**src/rtl/lbm_frame_sequencer_if.sv**
```systemverilog
// Control/status bundle between the PS control side, the DDR pixel paths,
// the compute core and the LBM frame sequencer.
interface lbm_frame_sequencer_if #(
  parameter int ADDRESS_WIDTH = 12,
  parameter int ITER_WIDTH    = 16
) ();
  // Requests and completion events toward the sequencer
  logic                     start;
  logic                     abort;
  logic [ITER_WIDTH-1:0]    num_iters;
  logic                     load_beat;
  logic                     load_last;
  logic                     compute_done;
  logic                     unload_done;

  // Phase pulses and status from the sequencer
  logic                     load_start;
  logic                     compute_start;
  logic                     unload_start;
  logic [1:0]               bram_sel;
  logic [ADDRESS_WIDTH-1:0] pixel_addr;
  logic [ITER_WIDTH-1:0]    iter_count;
  logic                     busy;
  logic                     done;
  logic                     frame_err;

  // Environment side: issues requests/completions, observes phase status
  modport master (
    output start, abort, num_iters, load_beat, load_last, compute_done, unload_done,
    input  load_start, compute_start, unload_start, bram_sel, pixel_addr,
           iter_count, busy, done, frame_err
  );

  // Sequencer side
  modport slave (
    input  start, abort, num_iters, load_beat, load_last, compute_done, unload_done,
    output load_start, compute_start, unload_start, bram_sel, pixel_addr,
           iter_count, busy, done, frame_err
  );
endinterface

```
**src/rtl/lbm_frame_sequencer.sv**
```systemverilog
// Phase controller for one LBM run: LOAD a frame from the DDR stream,
// run num_iters collision/stream iterations, then UNLOAD the frame.
// Owns the pixel-BRAM port select and checks the loaded frame length.
// Every output is a register loaded from the next-state decode.
module lbm_frame_sequencer #(
  parameter int DEPTH         = 2500,
  parameter int ADDRESS_WIDTH = 12,
  parameter int ITER_WIDTH    = 16
) (
  input logic                  m00_axis_aclk,
  input logic                  m00_axis_aresetn,
  lbm_frame_sequencer_if.slave bus
);

  typedef enum logic [2:0] {
    IDLE,
    LOAD,
    COMPUTE_ISSUE,
    COMPUTE_WAIT,
    UNLOAD,
    DONE
  } state_t;

  // Index of the final beat of a correctly sized frame
  localparam logic [ADDRESS_WIDTH-1:0] LAST_ADDR = ADDRESS_WIDTH'(DEPTH - 1);

  // BRAM port owners
  localparam logic [1:0] SEL_DDR_IN  = 2'd0;
  localparam logic [1:0] SEL_CORE    = 2'd1;
  localparam logic [1:0] SEL_DDR_OUT = 2'd2;

  state_t                   state;
  state_t                   state_next;
  logic [ITER_WIDTH-1:0]    iters_target;
  logic [ITER_WIDTH-1:0]    iters_target_next;
  logic [ADDRESS_WIDTH-1:0] pixel_addr;
  logic [ADDRESS_WIDTH-1:0] pixel_addr_next;
  logic [ITER_WIDTH-1:0]    iter_count;
  logic [ITER_WIDTH-1:0]    iter_count_next;
  logic                     frame_err;
  logic                     frame_err_next;
  logic                     load_start;
  logic                     load_start_next;
  logic                     compute_start;
  logic                     compute_start_next;
  logic                     unload_start;
  logic                     unload_start_next;
  logic                     done;
  logic                     done_next;
  logic                     busy;
  logic                     busy_next;
  logic [1:0]               bram_sel;
  logic [1:0]               bram_sel_next;

  // Iteration counter advance; pinned at the latched target so a stray
  // extra completion can never push the count past it.
  function automatic logic [ITER_WIDTH-1:0] sat_iter_inc(
    input logic [ITER_WIDTH-1:0] count,
    input logic [ITER_WIDTH-1:0] limit
  );
    logic [ITER_WIDTH-1:0] result;
    if (count >= limit) begin
      result = limit;
    end else begin
      result = count + ITER_WIDTH'(1);
    end
    return result;
  endfunction

  // BRAM owner for a given phase; DONE keeps the output path selected
  // for its single cycle, IDLE hands the port back to the DDR input.
  function automatic logic [1:0] owner_of(input state_t s);
    logic [1:0] sel;
    sel = SEL_DDR_IN;
    case (s)
      COMPUTE_ISSUE, COMPUTE_WAIT: sel = SEL_CORE;
      UNLOAD, DONE:                sel = SEL_DDR_OUT;
      default:                     sel = SEL_DDR_IN;
    endcase
    return sel;
  endfunction

  // Next-state, run bookkeeping and registered-output decode
  always_comb begin
    state_next        = state;
    iters_target_next = iters_target;
    pixel_addr_next   = pixel_addr;
    iter_count_next   = iter_count;
    frame_err_next    = frame_err;

    if (bus.abort) begin
      // Abort beats every other input: no counting, no error update
      state_next = IDLE;
    end else begin
      case (state)
        IDLE: begin
          if (bus.start) begin
            state_next        = LOAD;
            iters_target_next = bus.num_iters;
            pixel_addr_next   = '0;
            iter_count_next   = '0;
            frame_err_next    = 1'b0;
          end
        end

        LOAD: begin
          if (bus.load_beat) begin
            pixel_addr_next = pixel_addr + ADDRESS_WIDTH'(1);
            if (bus.load_last && (pixel_addr == LAST_ADDR)) begin
              state_next = (iters_target != '0) ? COMPUTE_ISSUE : UNLOAD;
            end else if (bus.load_last || (pixel_addr >= LAST_ADDR)) begin
              // tlast before the final index is a short frame; reaching
              // the final index without tlast is a long frame
              frame_err_next = 1'b1;
              state_next     = IDLE;
            end
          end
        end

        COMPUTE_ISSUE: begin
          state_next = COMPUTE_WAIT;
        end

        COMPUTE_WAIT: begin
          if (bus.compute_done) begin
            iter_count_next = sat_iter_inc(iter_count, iters_target);
            state_next = (iter_count_next == iters_target) ? UNLOAD : COMPUTE_ISSUE;
          end
        end

        UNLOAD: begin
          if (bus.unload_done) begin
            state_next = DONE;
          end
        end

        DONE: begin
          state_next = IDLE;
        end

        default: begin
          state_next = IDLE;
        end
      endcase
    end

    // Pulses are derived from the transition so they appear in the first
    // cycle of the phase they announce; an abort forces IDLE and so
    // suppresses all of them.
    load_start_next    = (state == IDLE) && (state_next == LOAD);
    compute_start_next = (state_next == COMPUTE_ISSUE);
    unload_start_next  = (state_next == UNLOAD) && (state != UNLOAD);
    done_next          = (state_next == DONE);
    busy_next          = (state_next != IDLE);
    bram_sel_next      = owner_of(state_next);
  end

  // State register
  always_ff @(posedge m00_axis_aclk or negedge m00_axis_aresetn) begin
    if (!m00_axis_aresetn) begin
      state <= IDLE;
    end else begin
      state <= state_next;
    end
  end

  // Run bookkeeping and output registers
  always_ff @(posedge m00_axis_aclk or negedge m00_axis_aresetn) begin
    if (!m00_axis_aresetn) begin
      iters_target  <= '0;
      pixel_addr    <= '0;
      iter_count    <= '0;
      frame_err     <= 1'b0;
      load_start    <= 1'b0;
      compute_start <= 1'b0;
      unload_start  <= 1'b0;
      done          <= 1'b0;
      busy          <= 1'b0;
      bram_sel      <= SEL_DDR_IN;
    end else begin
      iters_target  <= iters_target_next;
      pixel_addr    <= pixel_addr_next;
      iter_count    <= iter_count_next;
      frame_err     <= frame_err_next;
      load_start    <= load_start_next;
      compute_start <= compute_start_next;
      unload_start  <= unload_start_next;
      done          <= done_next;
      busy          <= busy_next;
      bram_sel      <= bram_sel_next;
    end
  end

  assign bus.load_start    = load_start;
  assign bus.compute_start = compute_start;
  assign bus.unload_start  = unload_start;
  assign bus.bram_sel      = bram_sel;
  assign bus.pixel_addr    = pixel_addr;
  assign bus.iter_count    = iter_count;
  assign bus.busy          = busy;
  assign bus.done          = done;
  assign bus.frame_err     = frame_err;

endmodule

```
**src/flat_wrapper.sv**
```systemverilog
// flat-port wrapper written by rule: the top's interface ports become plain ports
module lbm_frame_sequencer_flat 
#(
  parameter int DEPTH         = 2500,
  parameter int ADDRESS_WIDTH = 12,
  parameter int ITER_WIDTH    = 16
)
  (m00_axis_aclk, m00_axis_aresetn, bus_start, bus_abort, bus_num_iters, bus_load_beat, bus_load_last, bus_compute_done, bus_unload_done, bus_load_start, bus_compute_start, bus_unload_start, bus_bram_sel, bus_pixel_addr, bus_iter_count, bus_busy, bus_done, bus_frame_err);
  lbm_frame_sequencer_if #(.ADDRESS_WIDTH(ADDRESS_WIDTH), .ITER_WIDTH(ITER_WIDTH)) bus_i ();
  input logic m00_axis_aclk;
  input logic m00_axis_aresetn;
  input wire logic [$bits(bus_i.start)-1:0] bus_start;
  input wire logic [$bits(bus_i.abort)-1:0] bus_abort;
  input wire logic [$bits(bus_i.num_iters)-1:0] bus_num_iters;
  input wire logic [$bits(bus_i.load_beat)-1:0] bus_load_beat;
  input wire logic [$bits(bus_i.load_last)-1:0] bus_load_last;
  input wire logic [$bits(bus_i.compute_done)-1:0] bus_compute_done;
  input wire logic [$bits(bus_i.unload_done)-1:0] bus_unload_done;
  output wire logic [$bits(bus_i.load_start)-1:0] bus_load_start;
  output wire logic [$bits(bus_i.compute_start)-1:0] bus_compute_start;
  output wire logic [$bits(bus_i.unload_start)-1:0] bus_unload_start;
  output wire logic [$bits(bus_i.bram_sel)-1:0] bus_bram_sel;
  output wire logic [$bits(bus_i.pixel_addr)-1:0] bus_pixel_addr;
  output wire logic [$bits(bus_i.iter_count)-1:0] bus_iter_count;
  output wire logic [$bits(bus_i.busy)-1:0] bus_busy;
  output wire logic [$bits(bus_i.done)-1:0] bus_done;
  output wire logic [$bits(bus_i.frame_err)-1:0] bus_frame_err;
  assign bus_i.start = bus_start;
  assign bus_i.abort = bus_abort;
  assign bus_i.num_iters = bus_num_iters;
  assign bus_i.load_beat = bus_load_beat;
  assign bus_i.load_last = bus_load_last;
  assign bus_i.compute_done = bus_compute_done;
  assign bus_i.unload_done = bus_unload_done;
  assign bus_load_start = bus_i.load_start;
  assign bus_compute_start = bus_i.compute_start;
  assign bus_unload_start = bus_i.unload_start;
  assign bus_bram_sel = bus_i.bram_sel;
  assign bus_pixel_addr = bus_i.pixel_addr;
  assign bus_iter_count = bus_i.iter_count;
  assign bus_busy = bus_i.busy;
  assign bus_done = bus_i.done;
  assign bus_frame_err = bus_i.frame_err;
  lbm_frame_sequencer #(.DEPTH(DEPTH), .ADDRESS_WIDTH(ADDRESS_WIDTH), .ITER_WIDTH(ITER_WIDTH)) u_core (.m00_axis_aclk(m00_axis_aclk), .m00_axis_aresetn(m00_axis_aresetn), .bus(bus_i));
endmodule
```
**config.mk**
```make
export PLATFORM = sky130hd
export DESIGN_NAME = lbm_frame_sequencer_flat
export DESIGN_NICKNAME = d
export VERILOG_FILES = /design/src/rtl/lbm_frame_sequencer_if.sv /design/src/rtl/lbm_frame_sequencer.sv /design/src/flat_wrapper.sv
export SDC_FILE = /design/constraint.sdc
export NUM_CORES = 1
export LEC_CHECK = 0
export CORE_UTILIZATION = 58
export DETAILED_ROUTE_END_ITERATION = 10
export GPL_TIMING_DRIVEN = 0
export HOLD_SLACK_MARGIN = 0.15
export PLACE_DENSITY = 0.9
export SYNTH_ARGS = -nofsm -noshare
export SYNTH_HDL_FRONTEND = slang
export SYNTH_SLANG_ARGS = --single-unit
```
**constraint.sdc**
```tcl
create_clock -name m00_axis_aclk -period 6.1 [get_ports m00_axis_aclk]
set_input_delay 1.22 -clock m00_axis_aclk [delete_from_list [all_inputs] [get_ports m00_axis_aclk]]
set_output_delay 1.22 -clock m00_axis_aclk [all_outputs]
set_load 0.02 [all_outputs]
```
# Yosys cells after proc, flatten, opt, wreduce, memory -nomap -nowiden
# Index checks and enable logic that the tools add are counted.
# word_totals
register_bits,55
latch_bits,0
mem_bits_rw,0
rom_bits,0
input_bits,24
mem_count,0
# classes
n_addsub,2
mul,0
n_div,0
order_cmp,2
n_eq_ne,17
n_shift,0
muxes,26
n_bitwise,1
reduce_logical,15
# ops
operator,n
16-bit two-way mux,6
16-bit case mux with 2 select lines,1
3-bit two-way mux,9
12-bit two-way mux,2
12-bit case mux with 2 select lines,1
16-bit by 1-bit adder with 16-bit output (second input constant),1
16-bit equality test,1
16-bit >= comparator,1
16-bit nonzero test,1
3-bit case mux with 5 select lines,1
12-bit by 1-bit adder with 12-bit output (second input constant),1
12-bit equality test (second input constant),1
3-bit by 2-bit equality test with 1-bit output (second input constant),4
12-bit >= comparator (second input constant),1
3-bit equality test (second input constant),3
2-bit inequality test (second input constant),4
4-bit AND reduction,2
3-bit by 1-bit equality test with 1-bit output (second input constant),2
6-bit AND reduction,1
1-bit two-way mux,4
2-bit case mux with 2 select lines,1
2-bit nonzero test,2
2-bit OR reduction,2
1-bit logical AND,3
other kinds (8),8

# Longest topological paths before layout
# Gate-level depths: netlist of run 1.
# logic_depth
depth_word,13
mapped_depth,11
ltp_nobuf,10

# Least setup slack after synthesis of run 1
# OpenSTA, ideal clock, no wires.
# synth_path
kind,flip-flop to flip-flop
start,"register u_core.iter_count[0], in the netlist u_core.bus.iter_count[0]"
end,"register u_core.iter_count[5], in the netlist u_core.bus.iter_count[5]"
t_arrival_ns,2.585
t_required_ns,6.020
path_slack_ns,3.436
stages_incl_launch_ff,12
synth_period_minus_slack_ns,2.664
cell_sequence,dfrtp_1 -> inv_1 -> ha_1 -> nand2b_1 -> a211o_1 -> a2111oi_0 -> o31a_1 -> o21ai_2 -> or2_1 -> buf_2 -> o21ai_1 -> o2bb2ai_1
# synth_via
elab_chain_len,7
# synth_rtl
item,line_no,source
"start, declared",lbm_frame_sequencer.sv:38,logic [ITER_WIDTH-1:0] iter_count;
"start signal, assigned",lbm_frame_sequencer.sv:183,iter_count <= iter_count_next;
16-bit by 1-bit adder with 16-bit output / 16-bit >= comparator (equally long branches),"lbm_frame_sequencer.sv:65, lbm_frame_sequencer.sv:62",
16-bit two-way mux *,lbm_frame_sequencer.sv:62,if (count >= limit) begin
16-bit two-way mux *,lbm_frame_sequencer.sv:125,if (bus.compute_done) begin
16-bit two-way mux *,lbm_frame_sequencer.sv:95,case (state)
16-bit two-way mux *,lbm_frame_sequencer.sv:91,if (bus.abort) begin
16-bit two-way mux *,lbm_frame_sequencer.sv:125,
16-bit case mux with 2 select lines *,lbm_frame_sequencer.sv:95,
# Mark *: on every way between the ends. The rest lies on a longest branch, timed or not. The select of a mux whose other input is x is not followed.
# A chain may end at the register's enable or synchronous reset.

# Final worst setup path of run 1
# layout_path
start,input port bus_compute_done
end,"register u_core.iter_count[6], in the netlist u_core.bus.iter_count[6]"
# layout_via
elab_chain_len,2
# layout_rtl
item,line_no,source
"start, declared",flat_wrapper.sv:17,input wire logic [$bits(bus_i.compute_done)-1:0] bus_compute_done;
2-bit inequality test (no line),--,
4-bit AND reduction (no line),--,
# Every way passes these cells.

==> results of run 1 <==
final cells by class:
class	instances	area, um2	area share (%)
clock inverter	3	28.8	0.651
tap	75	93.8	2.12
timing repair buffer	60	606	13.7
clock buffer	5	68.8	1.56
inverter	24	90.1	2.04
buffer	19	100	2.27
sequential	55	1380	31.2
multi-input combinational	308	2050	46.5
placed cells by master, fill, tap and decap left out, types with 10 or more instances in the layout:
master / count
clkdlybuf4s50_1: 58
dfrtp_1: 55
o21ai_0: 33
nand2_1: 30
a21oi_1: 29
nor2_1: 28
inv_1: 24
xor2_1: 18
ha_1: 18
nand3_1: 15
o2bb2ai_1: 14
nor3_1: 11
xnor2_1: 10
o21ai_1: 10
stage by stage:
stage,area [um2],setup slack [ps]
floorplan,3620,3440
global placement,4310,2140
detailed placement,4320,2290
CTS,4420,2610
global route,4420,2430
finish,4420,2540
cell families (layout without fill, tap and decap cells):
group                      Yosys count  count (layout)
and+or+nand+nor                    139             139
AOI/OAI and AO/OA                  116             116
DFF                                 55              55
buffers and inverters               43             111
xor gates and xnor gates            28              28
adders and majority gates           18              18
muxes                                7               7
how the worst max path moves through the flow:
stage	startpoint	to	slack [ps]
floorplan	u_core.bus.iter_count[0]$_DFFE_PN0P_	u_core.bus.iter_count[5]$_DFFE_PN0P_	3440
global placement	m00_axis_aresetn	u_core.bus.pixel_addr[3]$_DFFE_PN0P_	2140
detailed placement	bus_compute_done	u_core.bus.iter_count[6]$_DFFE_PN0P_	2290
CTS	bus_compute_done	u_core.bus.iter_count[6]$_DFFE_PN0P_	2610
global route	bus_compute_done	u_core.bus.iter_count[6]$_DFFE_PN0P_	2430
finish	bus_compute_done	u_core.bus.iter_count[6]$_DFFE_PN0P_	2540
worst max-delay path: stages:
cell and delay [ps]:
clkdlybuf4s50_1 540, and3_1 180, a21oi_1 40, nor3_1 730
nand3_1 440, clkbuf_1 370, o2bb2ai_1 270
power breakdown:
group	internal, mW	switching [mW]
logic	0.0861	0.103
clock network	0.0872	0.139
registers	0.394	0.0428
total	0.568	0.285
layer usage:
layer	share of wire (%)	vias to the layer above	global-route usage, %
met1	45	1624	41.4
met3	5.9	13	5.06
met5	0	-	0
met2	48	122	49.2
met4	1.5	0	8.21
li1	-	1601	-
flip-flops by register name, indices dropped and copies added, names as in the netlist:
register                  count
u_core.iters_target          16
u_core.bus.iter_count        16
u_core.state                  3
u_core.bus.busy               1
u_core.bus.bram_sel           2
u_core.bus.compute_start      1
u_core.bus.unload_start       1
u_core.bus.done               1
u_core.bus.frame_err          1
u_core.bus.pixel_addr        12
u_core.bus.load_start         1
cell usage after synthesis (all sizes together), types with 2 or more instances:
master / number
inv: 24
nand4: 8
nor4: 13
o21ai: 44
nand3: 17
or3: 3
o22ai: 2
dfrtp: 55
o2bb2ai: 14
a31oi: 3
a2111oi: 2
a21oi: 29
a211oi: 2
and3: 8
or2: 3
ha: 18
clkbuf: 9
a21boi: 3
nor2: 28
nor3b: 3
buf: 10
xnor2: 10
a21o: 7
nand2: 31
and4: 2
nor2b: 2
a22o: 2
and2: 2
nand2b: 4
mux2i: 5
xor2: 18
nor3: 12
o31a: 2
mux2: 2
==> results.md, run 1 <==
* Yosys top cell by area: dfrtp_1
* CTS tree: built
* Initial antenna violation count at 0
* Finished Layout Cells at between 500 and 600
* Die X at 81.0 um
* IO Port Bufs at around 60
* Hold WC Path Type: reg -> reg
* DR WL/cell at approximately 17 um
* Hold Slack at 511 ps
* Seq/Total Area, Yosys at approximately two fifths
* Max VDD drop at around 0.11 mV
* GRT Overall Usage at a little under a third
* Post CTS Setup Buffer Count at 0
* Number of nets in the layout at just over 500
* Mux contribution to synthesized area at roughly 2.0%
* Mapped Area at approximately 3600 um2
* ANT cells at 0
* Tmin final at between 3000 and 4000 ps
* Cell variety after synth at 58
* WS Path Type: in -> reg
* Post-synth EDFFs at 0
* Sum of negative setup slack at 0 ps
* R2R cell count at 11
* HP Start: u_core.bus.frame_err$_DFFE_PN0P_
* Warnings, synthesis at 0
* Yosys top cell area share at a little under two fifths
* Post-DP HPWL at 6880 um
* Ys async rst share at 100%
* Slew Limit Fails at 0
* Total gr overflow at 0
* Synth-to-Final Area Change at 22.0%
* Run status: complete, no violations
* Critical Path RT at roughly 6300 ps
* Post-synth top flop: dfrtp_1
* First-pass GRT wire length at between 15000 and 20000 um
* Largest family of logic cells by synthesized area: simple AND/OR/NAND/NOR gates
* Max FO, Critical Path at 10
* Clock sink count at between 50 and 60
* # IOs at 60
* Clock root cell: clkbuf_8
* Clock-pin slew on the worst setup and hold paths at 120 ps
* Top post-synthesis cells by area: dfrtp_1 (38%), ha_1 (6.2%), o21ai_0 (4.6%), xor2_1 (4.4%), a21oi_1 (4.0%)
* Slew Limit Headroom at 35.8%
* Pin count of the biggest net entering global routing at 31
* Rows at 28
* Pwr Total at 0.853 mW
* Final Hold Violating Endpoints at 0
* Die area at 6560 um2
* Final wirelength at about 9200 um
* # DRC at 0
* ANT nets after route at 0
* H-tree lvl count at 2
* Die Height at 81.0 um
* Xor and xnor area share after synthesis at ~6.8%
* WHS Endpoint: u_core.bus.frame_err$_DFFE_PN0P_
* Core Area at 5960 um2
* Drt pass-1 iters at 4
* Crit Reg-Reg Startpoint: u_core.bus.iter_count[0]$_DFFE_PN0P_
* Vias in the first global route at ~3100
* Hold Path Depth at 2
* Via density at a little over 6
* Unrepaired setup endpoints after global routing: false
* CTS buffer count at 5
* Pwr Density at 193 nW/um2
* Clock buffer depth at 2
* Iteration-0 DRC Markers at 320
* Syn Inst Count at 406
* Post-route core utilization at between 70% and 80%
* Pin slew with the least headroom to its limit at roughly 960 ps
* Lkg Pwr at 1.93 nW
* Synth Area in Adders at about 6.2%
* Initial core utilization at between 60% and 70%
* Syn avg cell area at 8.92 um2
* Crit. End Element: flop
* Skew final at 13.1 ps
* R2r setup slk at around 2700 ps
* CP Data Arrival Time at approximately 3800 ps
* Startpoint Class: input port
* Max Cap Viol at 0
* PostCTS Resize Cnt at 0
* Seq cells post-synth at 55
* Post-synth net total at about 450
* # setup viols final at 0
* CTS Hold Bufs at 0
* Post-Place Cells at approximately 540
* R2r endpoint: u_core.bus.iter_count[10]$_DFFE_PN0P_
* Filler cells at between 400 and 500
* Fin crit share at between 50 and 60%
* Share of cells above drive strength 1 at under 10%
* Simple-gate share of the synthesized area at between 20% and 30%
* Compound-cell area share of the yosys netlist at 20.1%
* Skew-Pair Late Insertion Delay at approximately 330 ps
* GP Congestion at a little over 0.9
* Routed via count at 3360
* F_max at ~280 MHz
Power figures use the tool's default switching activity.
==> inputs of run 2 (changes only) <==
- CORE_UTILIZATION: 58 -> 49
- PLACE_DENSITY: 0.9 -> 0.81
- clock period: 6.1 -> 3.2 ns (I/O delays scaled with it)
==> run 2 against run 1 <==
Effect of this change: final area grew 0.65%; setup slack worse by 2400 ps; largest power group unchanged; via count decreased by 1.2%; largest cell class unchanged; critical path type is now reg -> reg.
==> results.md, run 2 (same netlist as run 1, synthesis figures left out) <==
* # setup viols final at 0 (unchanged)
* Total gr overflow at 0 (unchanged)
* Pwr Density at 362 nW/um2 (was 193 nW/um2)
* Post-DP HPWL at 6780 um (was 6880 um)
* Pin count of the biggest net entering global routing at 38 (was 31)
* Clock power frac at 25.4% (was 26.6%)
* Share of cells above drive strength 1 at 8.65% (was 8.02%)
* Slew Limit Fails at 0 (unchanged)
* Crit path max-delay cell type: dfrtp_2 (was nor3_1)
* Number of nets in the layout at 515 (unchanged)
* Synth-to-Final Area Change at 22.8% (was 22.0%)
* Critical Path RT at 3440 ps (was 6340 ps)
* Startpoint Class: flop (was input port)
* Pin slew with the least headroom to its limit at 897 ps (was 956 ps)
* Sum of negative setup slack at 0 ps (unchanged)
* Critical path's top delay family: compound AO/OA/AOI/OAI gates (was simple AND/OR/NAND/NOR gates)
* Tmin final at 3060 ps
* Core Area at 6980 um2 (was 5960 um2)
* GRT Overall Usage at 24.5% (was 30.2%)
* Crit. End Element: flop (unchanged)
* Iteration-0 DRC Markers at 204 (was 320)
* Slew Limit Headroom at 39.7% (was 35.8%)
* Switching pwr at 0.534 mW (was 0.285 mW)
* Rows at 30 (was 28)
* Biggest regs: u_core.bus.iter_count x16, u_core.iters_target x16, u_core.bus.pixel_addr x12 (unchanged)
* DR WL/cell at 15.9 um (was 16.8 um)
* Initial core utilization at 51.9% (was 60.8%)
* Unrepaired setup endpoints after global routing: false (unchanged)
* Max VDD drop at 0.186 mV (was 0.106 mV)
* Internal at 1.08 mW (was 0.568 mW)
* Comb pwr share at 22.6% (was 22.2%)
* Run status: complete, no violations (unchanged)
* Max Cap Viol at 0 (unchanged)
* Clock buffer depth at 2 (unchanged)
* Via density at 5.82 (was 6.12)
* IO Port Bufs at 59 (unchanged)
* Die X at 88.0 um (was 81.0 um)
* WS Path Type: reg -> reg (was in -> reg)
* Switch share at 33.2% (was 33.5%)
* Clock root cell: clkbuf_8 (unchanged)
* # DRC at 0 (unchanged)
* Most common cell after layout, fill and taps aside: clkdlybuf4s50_1 (unchanged)
* Final wirelength at 9070 um (was 9240 um)
* Hold WC Path Type: in -> async (was reg -> reg)
* Die Height at 88.0 um (was 81.0 um)
* First-pass GRT wire length at 14700 um (was 15100 um)
* GP Congestion at 0.900 (was 0.925)
* Fin crit share at between 90% and 100%
* CP Data Arrival Time at 3300 ps (was 3800 ps)
* Placed inst area at 4350 um2 (was 4320 um2)
* # IOs at 60 (unchanged)
* Die area at 7740 um2 (was 6560 um2)
* Filler cells at 620 (was 431)
* Clock sink count at 55 (unchanged)
* Skew-Pair Late Insertion Delay at 320 ps (was 330 ps)
* Final Hold Violating Endpoints at 0 (unchanged)
* CP peak stage delay at 460 ps (was 730 ps)
* Most frequent cells in the layout: clkdlybuf4s50_1 (58), dfrtp_1 (54), o21ai_0 (33) (was clkdlybuf4s50_1 (58), dfrtp_1 (55), o21ai_0 (33))
* Vias in the first global route at 3110 (was 3121)
* CTS tree: built (unchanged)
* H-tree lvl count at 2 (unchanged)
* Initial antenna violation count at 0 (unchanged)
* Hold Slack at 263 ps (was 511 ps)
* Drt pass-1 iters at 4 (unchanged)
* Max FO, Critical Path at 10 (unchanged)
* Routed via count at 3320 (was 3360)
* Sequential power share at 52.0% (was 51.2%)
* F_max at roughly 330 MHz
* Clock-pin slew on the worst setup and hold paths at 110 ps (was 120 ps)
* Final Instance Area at 4450 um2 (was 4420 um2)
* Skew final at 9.88 ps (was 13.1 ps)
* Crit path buffers/inverters at 2 (unchanged)
* ANT cells at 0 (unchanged)
* CTS buffer count at 5 (unchanged)
* Lkg Pwr at 1.93 nW (about the same)
* ANT nets after route at 0 (unchanged)
* Worst path cell trace: inv_1, ha_1, nand2b_1, a211o_1, a2111oi_2, o31a_1, o21ai_2, or2_1, buf_2, o21ai_1, o2bb2ai_1 (was clkdlybuf4s50_1, and3_1, a21oi_1, nor3_1, nand3_1, clkbuf_1, o2bb2ai_1)
==> run 2: cell type report <==
| cell class | count | area [um2] | share of cell area, % |
|---|---|---|---|
| Buffer | 19 | 101 | 2.28 |
| Tap cell | 96 | 120 | 2.70 |
| Timing Repair Buffer | 60 | 606 | 13.6 |
| Clock inverter | 3 | 22.5 | 0.506 |
| Clock buffer | 5 | 68.8 | 1.55 |
| Sequential cell | 55 | 1380 | 31.0 |
| Inverter | 24 | 90.1 | 2.03 |
| Multi-Input combinational cell | 308 | 2060 | 46.3 |
==> run 2: power by group through the flow <==
| stage | logic, mW | registers [mW] | clock network (mW) |
|---|---|---|---|
| after floorplan | 0.224 | 0.831 | 0 |
| after global placement | 0.343 | 0.842 | 0 |
| after detailed placement | 0.360 | 0.846 | 0 |
| after CTS | 0.366 | 0.833 | 0.416 |
| after global routing | 0.403 | 0.842 | 0.444 |
| final | 0.364 | 0.837 | 0.410 |
==> run 2: metal layers <==
layer  routed length (um)  vias up  track usage (%)
met3                  499       22             3.68
met1                 4140     1597             34.2
met4                  249        0             9.09
li1                     -     1601                -
met5                    0        -                0
met2                 4170      100             38.5
==> run 2: timing repair <==
item	CTS	global route
setup endpoints to repair	14	10
buffers inserted	0	0
gates resized for setup	2	3
hold endpoints to repair	0	0
hold buffers	0	0
==> run 2: final timing paths <==
kind	from	depth (start not counted)	slack (ps)	to
worst max-delay path	u_core.bus.iter_count[0]$_DFFE_PN0P_	11	140	u_core.bus.iter_count[8]$_DFFE_PN0P_
worst min-delay path	m00_axis_aresetn	1	260	u_core.iters_target[2]$_DFFE_PN0P_
worst max register to register	u_core.bus.iter_count[0]$_DFFE_PN0P_	11	140	u_core.bus.iter_count[8]$_DFFE_PN0P_
worst min register to register	u_core.bus.frame_err$_DFFE_PN0P_	2	540	u_core.bus.frame_err$_DFFE_PN0P_
max in group asynchronous	m00_axis_aresetn	2	2370	u_core.bus.iter_count[0]$_DFFE_PN0P_
min in group m00_axis_aclk	u_core.bus.frame_err$_DFFE_PN0P_	2	540	u_core.bus.frame_err$_DFFE_PN0P_
==> run 2: per-stage QoR <==
stage	std cells	total power [mW]	utilization, %	setup slack [ps]
after floorplan	406	1.06	-	536
after global placement	561	1.18	62.0	-225
after detailed placement	562	1.21	62.3	-147
after CTS	570	1.61	63.7	56.8
after global routing	570	1.69	63.7	16.6
final	570	1.61	63.7	139
==> inputs of run 3 (changes only) <==
- CORE_UTILIZATION: 49 -> 64
- DONT_BUFFER_PORTS: default -> 1
- PLACE_DENSITY: 0.81 -> 0.84
- clock period: 3.2 -> 3.35 ns (I/O delays scaled with it)
==> run 3 against run 2 <==
Effect of this change: wire length decreased by 4.9%; non-clock buffer count decreased by 59; setup slack improved by 26 ps; power decreased by 7.2%; global-route usage increased by 6.8 points; clock power decreased by 3%; combinational power decreased by 20%; largest power group unchanged.
==> results.md, run 3 (same netlist as run 1, synthesis figures left out) <==
* # DRC at 0 (unchanged)
* Switching pwr at 0.499 mW (was 0.534 mW)
* Critical path's top delay family: compound AO/OA/AOI/OAI gates (unchanged)
* Clock-pin slew on the worst setup and hold paths at 110 ps (about the same)
* Most frequent cells in the layout: dfrtp_1 (54), o21ai_0 (33), nand2_1 (30) (was clkdlybuf4s50_1 (58), dfrtp_1 (54), o21ai_0 (33))
* Hold WC Path Type: in -> async (unchanged)
* Most common cell after layout, fill and taps aside: dfrtp_1 (was clkdlybuf4s50_1)
* Lkg Pwr at 1.72 nW (was 1.93 nW)
* Pwr Density at 389 nW/um2 (was 362 nW/um2)
* CP peak stage delay at 510 ps (was 460 ps)
* Number of nets in the layout at 456 (was 515)
* Share of cells above drive strength 1 at 9.40% (was 8.65%)
* GP Congestion at 0.930 (was 0.900)
* Post CTS Setup Buffer Count at 0 (unchanged)
* Switch share at 33.4% (was 33.2%)
* Post-route core utilization at 70.2% (was 63.7%)
* Drt pass-1 iters at 6 (was 4)
* Crit path max-delay cell type: dfrtp_2 (unchanged)
* WS Path Type: reg -> reg (unchanged)
* CTS buffer count at 5 (unchanged)
* Rows at 27 (was 30)
* Internal at 0.995 mW (was 1.08 mW)
* GRT Overall Usage at 31.3% (was 24.5%)
* Crit path buffers/inverters at 3 (was 2)
* Clock sink count at 55 (unchanged)
* Slew Limit Headroom at 37.0% (was 39.7%)
* Pin count of the biggest net entering global routing at 56 (was 38)
* ANT nets after route at 0 (unchanged)
* Pin slew with the least headroom to its limit at 938 ps (was 897 ps)
* # setup viols final at 0 (unchanged)
* H-tree lvl count at 2 (unchanged)
* Comb pwr share at 19.5% (was 22.6%)
* Startpoint Class: flop (unchanged)
* ANT cells at 0 (unchanged)
* CP Data Arrival Time at 3370 ps (was 3300 ps)
* Crit. End Element: flop (unchanged)
* Biggest regs: u_core.bus.iter_count x16, u_core.iters_target x16, u_core.bus.pixel_addr x12 (unchanged)
* Pwr Total at 1.49 mW (was 1.61 mW)
* Final Hold Violating Endpoints at 0 (unchanged)
* Initial antenna violation count at 0 (unchanged)
* Via density at 6.37 (was 5.82)
* Tmin final at 3190 ps (was 3060 ps)
* Routed via count at 3103 (was 3320)
* Critical Path RT at 3530 ps (was 3440 ps)
* Clock buffer depth at 2 (unchanged)
* # IOs at 60 (unchanged)
* First-pass GRT wire length at 14700 um (about the same)
* Unrepaired setup endpoints after global routing: false (unchanged)
* IO Port Bufs at 0 (was 59)
* Core Area at 5470 um2 (was 6980 um2)
* Placed inst area at 3710 um2 (was 4350 um2)
* Filler cells at 433 (was 620)
* Die X at 77.2 um (was 88.0 um)
* CTS tree: built (unchanged)
* Die area at 5960 um2 (was 7740 um2)
* Total gr overflow at 0 (unchanged)
* Clock root cell: clkbuf_8 (unchanged)
* Max VDD drop at 0.267 mV (was 0.186 mV)
* Slew Limit Fails at 0 (unchanged)
* Max Cap Viol at 0 (unchanged)
* Initial core utilization at 66.2% (was 51.9%)
* Post-Place Setup Slack at -126 ps (was -147 ps)
* Clock power frac at 26.5% (was 25.4%)
* Final Instance Area at 3840 um2 (was 4450 um2)
* F_max at 314 MHz (was 327 MHz)
* Fin crit share at 95.1% (was 95.7%)
* Setup ws final at 165 ps (was 139 ps)
* DR WL/cell at 17.7 um (was 15.9 um)
* Skew final at 11.9 ps (was 9.88 ps)
* Sequential power share at 54.1% (was 52.0%)
* Vias in the first global route at 2992 (was 3110)
* Final wirelength at 8620 um (was 9070 um)
* Worst path cell trace: inv_1, ha_1, nand2b_1, a211o_1, a2111oi_2, o31a_1, o21ai_2, buf_2, clkbuf_1, a21oi_1, o2bb2ai_1 (was inv_1, ha_1, nand2b_1, a211o_1, a2111oi_2, o31a_1, o21ai_2, or2_1, buf_2, o21ai_1, o2bb2ai_1)
* Max FO, Critical Path at 10 (unchanged)
* Run status: complete, no violations (unchanged)
* Synth-to-Final Area Change at 6.15% (was 22.8%)
* Post-DP HPWL at 6310 um (was 6780 um)
* Die Height at 77.2 um (was 88.0 um)
* Iteration-0 DRC Markers at 284 (was 204)
* Skew-Pair Late Insertion Delay at 330 ps (was 320 ps)
==> run 3: cell count changes in the layout (fill, tap and decap cells not counted) <==
cell,before,now
clkdlybuf4s50_1,58,0
clkinv_4,0,2
inv_6,2,0
buf_12,1,0
buf_16,0,1
buf_2,6,5
clkbuf_1,8,9
clkbuf_2,1,0
clkinv_2,1,0
inv_8,0,1
==> run 3: repair_timing <==
action                                 in CTS  in global routing
gates cloned                                0                  0
setup endpoints to repair                  10                 10
endpoints found under the hold margin      55                  0
resized for setup                           2                  1
hold buffers                                1                  0
==> run 3: stage by stage <==
stage / std cells / hold WS, ps / setup TNS [ps]
final: 487 / 190 / 0
after global routing: 487 / 202 / 0
after CTS: 487 / 197 / 0
after detailed placement: 478 / 376 / -976
after global placement: 478 / 376 / -1020
after floorplan: 406 / 374 / 0
==> run 3: per-layer routing <==
metal	vias to the layer above	global-route usage (%)	wire (um)
met5	-	0	0
met2	144	48.4	3960
li1	1480	-	-
met3	19	8.93	736
met4	0	8.87	175
met1	1460	42.7	3760
==> run 3: final cells by class <==
type,count,area [um2],area share [%]
Inverter,24,90.1,2.34
Buffer,19,100,2.60
Timing Repair Buffer,1,27.5,0.716
Multi-Input combinational cell,308,2060,53.6
Clock inverter,3,28.8,0.749
Tap cell,72,90.1,2.34
Clock buffer,5,68.8,1.79
Sequential cell,55,1380,35.8
==> run 3: final timing paths <==
| path | start | to | slack (ps) | depth (start not counted) |
|---|---|---|---|---|
| max | u_core.bus.iter_count[0]$_DFFE_PN0P_ | u_core.bus.iter_count[7]$_DFFE_PN0P_ | 160 | 11 |
| min | m00_axis_aresetn | u_core.iters_target[8]$_DFFE_PN0P_ | 190 | 1 |
| max reg2reg | u_core.bus.iter_count[0]$_DFFE_PN0P_ | u_core.bus.iter_count[7]$_DFFE_PN0P_ | 160 | 11 |
| min reg2reg | u_core.iters_target[11]$_DFFE_PN0P_ | u_core.iters_target[11]$_DFFE_PN0P_ | 640 | 2 |
| max in group asynchronous | m00_axis_aresetn | u_core.bus.iter_count[0]$_DFFE_PN0P_ | 2920 | 1 |
| min in group m00_axis_aclk | bus_num_iters[15] | u_core.iters_target[15]$_DFFE_PN0P_ | 460 | 2 |
==> run 3: power by group through the flow <==
stage / clock network (mW) / logic, mW / registers, mW
after floorplan: 0 / 0.214 / 0.794
after global placement: 0 / 0.256 / 0.816
after detailed placement: 0 / 0.269 / 0.818
after CTS: 0.405 / 0.289 / 0.806
after global routing: 0.430 / 0.330 / 0.816
final: 0.396 / 0.291 / 0.808
